===== src/rtl/pic16_pkg.sv =====
// Shared PIC16 core definitions: OPTION register layout, reset values and SFR addresses.
package pic16_pkg;

  localparam int OPT_NRBPU  = 7;
  localparam int OPT_INTEDG = 6;
  localparam int OPT_T0CS   = 5;
  localparam int OPT_T0SE   = 4;
  localparam int OPT_PSA    = 3;
  localparam int OPT_PS_MSB = 2;

  localparam logic [7:0] OPTION_RST = 8'hFF;
  localparam logic [7:0] TMR0_RST   = 8'h00;

  // Bit 8 (bank select) is a don't-care for both registers; compare with sfr_hit().
  localparam logic [8:0] SFR_TMR0   = 9'b0_0000_0001;
  localparam logic [8:0] SFR_OPTION = 9'b0_1000_0001;

  typedef struct packed {
    logic       nrbpu;
    logic       intedg;
    logic       t0cs;
    logic       t0se;
    logic       psa;
    logic [2:0] ps;
  } option_t;

  typedef enum logic {
    SRC_INTERNAL = 1'b0,
    SRC_EXTERNAL = 1'b1
  } tmr0_src_e;

  function automatic logic sfr_hit(input logic [8:0] addr, input logic [8:0] sfr);
    return addr[7:0] == sfr[7:0];
  endfunction

  // Low PS+1 bits set: the prescaler completes a period when those bits are all ones.
  function automatic logic [7:0] presc_mask(input logic [2:0] ps);
    return 8'hFF >> (3'd7 - ps);
  endfunction

endpackage


===== src/rtl/pic16tmr0_presc.sv =====
// TMR0 prescaler: 8-bit tick counter, 1:2..1:256 ratio decode, PSA bypass and clear.
module pic16tmr0_presc
  import pic16_pkg::*;
(
  input  logic       clk,
  input  logic       rst,
  input  logic       clr,
  input  logic       tick,
  input  logic       psa,
  input  logic [2:0] ps,
  output logic       inc
);

  logic [7:0] cnt_reg;

  always_ff @(posedge clk) begin
    if (rst || clr) begin
      cnt_reg <= '0;
    end else if (tick && !psa) begin
      cnt_reg <= cnt_reg + 8'd1;
    end
  end

  // The tick that completes the count produces the increment in the same cycle.
  assign inc = tick && (psa || ((cnt_reg | ~presc_mask(ps)) == 8'hFF));

endmodule


===== src/rtl/pic16tmr0.sv =====
// PIC16 Timer0: 8-bit counter with prescaler, OPTION register and overflow flag.
// Define TMR0_EXTCLK_EN to enable counting on synchronised T0CKI edges.
module pic16tmr0
  import pic16_pkg::*;
#(
  parameter int SYNC_STAGES = 2
)
(
  input  logic       CLK,
  input  logic       RST,
  input  logic       T0CKI,
  input  logic       SLEEP,
  input  logic [7:0] WDATA,
  input  logic       TMR0_W,
  input  logic       OPT_W,
  input  logic       T0IF_C,
  output logic [7:0] TMR0,
  output logic [7:0] OPTION,
  output logic       T0IF
);

  option_t    option_reg;
  logic [7:0] tmr0_reg;
  logic       t0if_reg;
  logic [1:0] inhib_reg;
  logic       ext_edge;
  tmr0_src_e  src_sel;
  logic       src_tick;
  logic       tick;
  logic       inc;

`ifdef TMR0_EXTCLK_EN
  logic [SYNC_STAGES-1:0] sync_reg;
  logic                   last_reg;

  always_ff @(posedge CLK) begin
    if (RST) begin
      sync_reg <= '0;
      last_reg <= 1'b0;
    end else begin
      sync_reg <= {sync_reg[SYNC_STAGES-2:0], T0CKI};
      last_reg <= sync_reg[SYNC_STAGES-1];
    end
  end

  // Edge flop tracks the pin during SLEEP too, so no stale edge survives a wake-up.
  assign ext_edge = option_reg.t0se ? (last_reg & ~sync_reg[SYNC_STAGES-1])
                                    : (~last_reg & sync_reg[SYNC_STAGES-1]);
  assign src_sel  = option_reg.t0cs ? SRC_EXTERNAL : SRC_INTERNAL;
`else
  localparam int unused_sync_stages = SYNC_STAGES;
  logic unused_t0cki;
  assign unused_t0cki = T0CKI;
  assign ext_edge     = 1'b0;
  assign src_sel      = SRC_INTERNAL;
`endif

  assign src_tick = (src_sel == SRC_EXTERNAL) ? ext_edge : 1'b1;
  assign tick     = src_tick && !SLEEP && (inhib_reg == 2'd0);

  pic16tmr0_presc u_presc (
    .clk  (CLK),
    .rst  (RST),
    .clr  (TMR0_W || OPT_W),
    .tick (tick),
    .psa  (option_reg.psa),
    .ps   (option_reg.ps),
    .inc  (inc)
  );

  // After a TMR0 write the next two edges never increment.
  always_ff @(posedge CLK) begin
    if (RST) begin
      inhib_reg <= 2'd0;
    end else if (TMR0_W) begin
      inhib_reg <= 2'd2;
    end else if (inhib_reg != 2'd0) begin
      inhib_reg <= inhib_reg - 2'd1;
    end
  end

  always_ff @(posedge CLK) begin
    if (RST) begin
      tmr0_reg   <= TMR0_RST;
      option_reg <= option_t'(OPTION_RST);
      t0if_reg   <= 1'b0;
    end else begin
      if (OPT_W) begin
        option_reg <= option_t'(WDATA);
      end
      if (TMR0_W) begin
        tmr0_reg <= WDATA;
      end else if (inc) begin
        tmr0_reg <= tmr0_reg + 8'd1;
      end
      if (inc && !TMR0_W && (tmr0_reg == 8'hFF)) begin
        t0if_reg <= 1'b1;
      end else if (T0IF_C) begin
        t0if_reg <= 1'b0;
      end
    end
  end

  assign TMR0   = tmr0_reg;
  assign OPTION = option_reg;
  assign T0IF   = t0if_reg;

endmodule


===== config.mk =====
export PLATFORM = sky130hd
export DESIGN_NAME = pic16tmr0
export DESIGN_NICKNAME = d
export VERILOG_FILES = /design/src/rtl/pic16_pkg.sv /design/src/rtl/pic16tmr0_presc.sv /design/src/rtl/pic16tmr0.sv
export SDC_FILE = /design/constraint.sdc
export NUM_CORES = 1
export LEC_CHECK = 0
export ABC_AREA = 1
export BUFFER_PORTS_ARGS = -buffer_cell sky130_fd_sc_hd__buf_2
export CAP_MARGIN = 20
export CORE_UTILIZATION = 47
export DETAILED_ROUTE_END_ITERATION = 8
export PLACE_DENSITY = 0.83
export SYNTH_ARGS = -nofsm -noshare
export SYNTH_HDL_FRONTEND = slang
export SYNTH_HIERARCHICAL = 1
export SYNTH_SLANG_ARGS = --single-unit

===== constraint.sdc =====
create_clock -name CLK -period 1.5 [get_ports CLK]
set_input_delay 0.15 -clock CLK [delete_from_list [all_inputs] [get_ports CLK]]
set_output_delay 0.15 -clock CLK [all_outputs]
set_load 0.05 [all_outputs]

==> run metrics, run 1 <==
PD cells=843 mW/mm^2; final WL=2.99 mm; M1 wire length=1.39 mm; Synth area leader=dfxtp_1; Buffers & Inverters on Critical Path=1; Seq cells post-synth=27; Worst EP arrival=1.86 ns; Max Freq=630 MHz; multi-input logic area=751 um^2; Pre-antenna DRT Iters=4; Crit path required time=1.77 ns; # clock sinks=27; crit path launch type=register; Synthesized Nets=209; H-tree depth=1; Die Wd=56.4 um; Top FF cell, synth=dfxtp_1; post-layout util=60.2%; clk_skew=0.00744 ns; XOR/XNOR Fraction of Synth Area=2.52%; antenna diode count=0; Simple-Gate Fraction of Synth Area=35.7%; Synth top area share=38.9%; Syn Area/Cell=7.24 um^2; Final ANT Viol Nets=0; r2r endpoint=TMR0[7]$_SDFFE_PP0P_; peak fanout along the critical path=8; pre-CTS setup slack=-0.0447 ns; Worst path slowest cell=dfxtp_4; worst-path cell chain=nor2_1 > nand2_1 > nand2_1 > nand2_1 > nor2_1 > nand2_1 > a21oi_4 > nand2_4 > clkinv_4 > nand2_4 > a21oi_1 > nor2_1 > nor2_1; wire per inst=11.5 um; Post-synth EDFFs=0; Iter 0 DRT Violations=66; YS warnings=6; critical path class=reg2reg; Max-Cap Viols=0; r2r worst-path depth=13; top cell family by delay on the critical path=simple AND/OR/NAND/NOR gates; top cells by area, synth=dfxtp_1 39%, nand2_1 14%, nand3_1 5.8%; worst min-delay path class=in2reg; final hold violation count=0; DR vias/cell=5.02; Hold Path Depth=3; clock root buffer=clkbuf_4; gr ovfl total=0; layout cells sized above 1=27.9%; HP Start=WDATA[4]; failing checks=setup timing; status=complete, but fails checks; Worst-Margin Slew=0.389 ns; area of the core=0.00278 mm^2; cell with the most instances after synthesis=nand2_1; clk slew on worst S/H paths=0.15 ns; min cycle time layout=1.59 ns; GRT Util Overall=20.1%; met3 wire length=138 um; CTS buffer count=3; post-synth cell types=29; Seq. cell area=553 um^2; cell count after synthesis=192; Worst path max stage delay=0.40 ns; highest metal used=met4; DRC viols=0; vias in the first global route=1167; clock buffer depth=2; pins over their slew limit=0; Final GP Congestion=0.841; register area share after synthesis=38.9%; FILL cells=276; PortBufs=30; largest net degree at the start of global routing=17; fin worst setup slack=-0.0872 ns; period utilization=106%; CTS tree=done; DIE HEIGHT=56.4 um; hold endpoint=OPTION[4]$_SDFFE_PP1P_; Leak Pwr=0.000773 uW; Post-Synth Adder-Cell Area=1.80%; die area=0.00318 mm^2; nets=247; largest family of logic cells by synthesized area=simple AND/OR/NAND/NOR gates; Post-synth ARST share=0%; FP Rows=19; most frequent cells after synthesis=52 x nand2_1, 27 x dfxtp_1, 21 x inv_1; compound-cell area share of the yosys netlist=11.9%; post-synthesis cell area=0.00139 mm^2; CP Capture Type=register; RSZ-0062 raised after global routing=true; I/O pin count=32; Final setup viols=6; vias=1304; initial antenna violation count=0; Slew headroom=74.1%; Worst-Skew Late Latency=0.33 ns; register-to-register setup slack=-0.09 ns; Max VDD drop=0.647 mV; first-pass GRT wire length=5.11 mm; Initial Utilization=50.0%; routed wl met2=1.44 mm; post-DP HPWL=2.27 mm; Area Overhead vs Synth=20.4%; RR Startpoint=OPTION[1]$_SDFFE_PP1P_; post-synthesis mux area share=0%
[cells in the final DEF, fill, tap and decap left out, types with 2 or more instances in the layout]
cell      count
nand2_4       2
nor2_4        4
nand2_1      52
buf_4         6
dfxtp_4       3
o21ai_0       5
a22oi_1       6
inv_1        21
ha_1          2
nor2_1       14
nor3_1        3
dfxtp_1      23
buf_2        30
nor2_2        4
o21bai_1      2
a21oi_1      11
xnor2_1       2
nand3_2       2
nand3_1      16
clkbuf_4      3
xor2_1        2
[worst min-delay path, cell delays in order]
cell	delay, ns
buf_2	0.10
nand2_1	0.05
nand3_1	0.06
[power by group]
group | internal (uW) | switching, uW | leakage (uW) | total [uW]
sequential | 749 | 42.1 | 0.000222 | 791
clock | 102 | 223 | 0.0000139 | 324
combinational | 88.8 | 207 | 0.000537 | 296
total | 939 | 472 | 0.000773 | 1410
[what timing repair did]
item                       CTS  global route
gates resized for setup      3             2
setup endpoints to repair    4            11
setup buffers                0             0
pin swaps                    4             2
hold buffers                 0             0
[stage by stage]
step | setup TNS, ns | cells | hold WS, ns | power (uW) | cell area [um^2]
detailed placement | -0.0912 | 256 | 0.395 | 1100 | 1630
CTS | -0.152 | 260 | 0.0342 | 1430 | 1660
global placement | -0.00358 | 256 | 0.390 | 1090 | 1630
global route | -1.37 | 260 | 0.0368 | 1490 | 1670
floorplan | 0 | 192 | 0.219 | 1020 | 1410
finish | -0.239 | 260 | 0.0516 | 1410 | 1670
[final cells by class]
| class | count | area share, % |
|---|---|---|
| Timing Repair Buffer | 36 | 11.7 |
| Multi-Input combinational cell | 137 | 44.8 |
| Clock buffer | 3 | 1.35 |
| Inverter | 25 | 6.35 |
| Tap cell | 31 | 2.32 |
| Sequential cell | 27 | 33.0 |
| Clock inverter | 1 | 0.448 |
[worst max-delay path by stage]
stage,from,to,depth (start not counted)
3_5_place_dp,OPTION[1]$_SDFFE_PP1P_,TMR0[0]$_SDFFE_PP0P_,12
4_1_cts,OPTION[1]$_SDFFE_PP1P_,TMR0[7]$_SDFFE_PP0P_,12
6_report,OPTION[1]$_SDFFE_PP1P_,TMR0[7]$_SDFFE_PP0P_,13
3_3_place_gp,OPTION[2]$_SDFFE_PP1P_,TMR0[7]$_SDFFE_PP0P_,11
2_1_floorplan,OPTION[2]$_SDFFE_PP1P_,T0IF$_SDFFE_PP0P_,11
5_1_grt,OPTION[1]$_SDFFE_PP1P_,TMR0[7]$_SDFFE_PP0P_,12
[cell families (layout without fill, tap and decap cells)]
kind of cell,after synthesis,count (layout)
xor+xnor,4,4
buf+inv,28,65
flops,27,27
simple gates,103,103
compound gates,28,28
fa+ha+maj,2,2
[routing by layer]
metal,global-route usage [%],vias up
met5,0,-
met4,6.27,0
met3,2.30,2
met2,34.0,35
met1,26.9,579
li1,-,688
(Power assumes the default switching activity.)
==> run 2: changes to the inputs <==
--- a/config.mk
+++ b/config.mk
@@ -11,6 +11,7 @@
 export CORE_UTILIZATION = 47
 export DETAILED_ROUTE_END_ITERATION = 8
 export PLACE_DENSITY = 0.83
+export SETUP_SLACK_MARGIN = 0.02
 export SYNTH_ARGS = -nofsm -noshare
 export SYNTH_HDL_FRONTEND = slang
 export SYNTH_HIERARCHICAL = 1
==> run 2 against run 1 <==
  * The flow still finishes with violations (setup timing)
  * Critical path type unchanged
  * Sequential share of layout area is 1.3 points lower
  * Count of clock-buffer cells in the layout unchanged
  * First-iteration DRC count is 18% lower
  * Critical endpoint is now TMR0[5]$_SDFFE_PP0P_
  * Non-clock buffer count rose by 6
  * Cell area increased by 4.4%
==> run metrics, run 2 (synthesis gave the netlist of run 1 again) <==
Max-Cap Viols=0; worst-path cell chain=inv_1 > nand2_1 > nand3_1 > nand2_1 > nor2_1 > nand2_1 > a21oi_4 > nor2_4 > buf_4 > a22oi_1 > a21oi_1; worst min-delay path class=in2reg; clk_skew=0.0146 ns; register-to-register setup slack=-0.09 ns; first-pass GRT wire length=5.21 mm; CTS buffer count=3; DIE HEIGHT=56.4 um; final hold violation count=0; Worst path max stage delay=0.41 ns; period utilization=106%; PortBufs=30; crit path launch type=register; RSZ-0062 raised after global routing=true; GRT Util Overall=20.1%; final WL=3.03 mm; Final ANT Viol Nets=0; clock buffer depth=2; initial antenna violation count=0; area of the core=0.00278 mm^2; Slew headroom=73.3%; post-DP HPWL=2.34 mm; critical path class=reg2reg; gr ovfl total=0; min cycle time layout=1.59 ns; H-tree depth=1; Worst-Margin Slew=0.399 ns; vias in the first global route=1251; Tot Pwr=1420 uW; Crit path required time=1.74 ns; clk slew on worst S/H paths=0.16 ns; DRC viols=0; die area=0.00318 mm^2; FP Rows=19; vias=1329; post-layout util=62.8%; failing checks=setup timing; status=complete, but fails checks; Final setup viols=6; PD cells=814 mW/mm^2; antenna diode count=0; cell mode on critical path=nand2_1; CTS tree=done; Iter 0 DRT Violations=54; Worst EP arrival=1.82 ns; most frequent cells in the layout=52 x nand2_1, 30 x buf_2, 22 x dfxtp_1, 20 x inv_1, 16 x nand3_1; layout cells sized above 1=32.8%; Worst-Skew Late Latency=0.32 ns; Final GP Congestion=0.849; I/O pin count=32; setup_tns=-0.323 ns; fin worst setup slack=-0.0854 ns; DR vias/cell=5.00; Leak Pwr=0.000802 uW; Die Wd=56.4 um; Area Overhead vs Synth=25.7%; Initial Utilization=50.0%; clock root buffer=clkbuf_4; Pre-antenna DRT Iters=6; Max Freq=631 MHz; pins over their slew limit=0; Worst path slowest cell=dfxtp_4; # clock sinks=27; final hold slack=0.0512 ns; wire per inst=11.4 um; nets=253; Max VDD drop=0.545 mV; peak fanout along the critical path=8; largest net degree at the start of global routing=17; commonest non-fill, non-tap cell in the layout=nand2_1; CP Capture Type=register
==> run 2: layout make-up <==
| class | instances | area, um^2 |
|---|---|---|
| Clock buffer | 3 | 22.5 |
| Clock inverter | 1 | 7.51 |
| Fill cell | 262 | 1030 |
| Inverter | 25 | 106 |
| Multi-Input combinational cell | 137 | 778 |
| Sequential cell | 27 | 554 |
| Tap cell | 31 | 38.8 |
| Timing Repair Buffer | 42 | 240 |
==> run 2: worst max-delay path, delay by kind of cell (launching register included) <==
kind	cells	cell delay (ns)
AOI/OAI and AO/OA	3	0.43
buffers and inverters	2	0.20
DFF	1	0.41
and+or+nand+nor	6	0.44
==> run 2: power by group <==
group,switching [uW],internal [uW],leakage [uW]
combinational,213,97.3,0.000566
sequential,43.7,749,0.000222
clock,218,102,0.0000139
==> run 2: final timing paths <==
path / startpoint / to / cells past startpoint
max: OPTION[1]$_SDFFE_PP1P_ / TMR0[5]$_SDFFE_PP0P_ / 11
max reg2reg: OPTION[1]$_SDFFE_PP1P_ / TMR0[5]$_SDFFE_PP0P_ / 11
min reg2reg: OPTION[4]$_SDFFE_PP1P_ / OPTION[4]$_SDFFE_PP1P_ / 2
min: WDATA[5] / OPTION[5]$_SDFFE_PP1P_ / 3
==> run 2: timing repair <==
| action | in CTS | in global routing |
|---|---|---|
| endpoints found under the setup margin | 6 | 11 |
| pin swaps | 5 | 5 |
| resized for setup | 2 | 7 |
| setup buffers | 1 | 2 |
| hold buffers | 0 | 0 |
==> run 2: layer usage <==
layer	GRT usage [%]	up-vias	routed length (um)
li1	-	711	-
met1	24.5	591	1420
met2	37.2	25	1490
met3	2.53	2	105
met4	5.23	0	13
met5	0	-	0
==> run 2: per-stage QoR <==
step                setup slack [ns]  instance area, um^2  cells
CTS                          -0.0556                 1700    264
global route                  -0.277                 1750    266
detailed placement           -0.0684                 1650    259
finish                       -0.0854                 1750    266
global placement             -0.0206                 1650    259
floorplan                  -0.000284                 1420    192
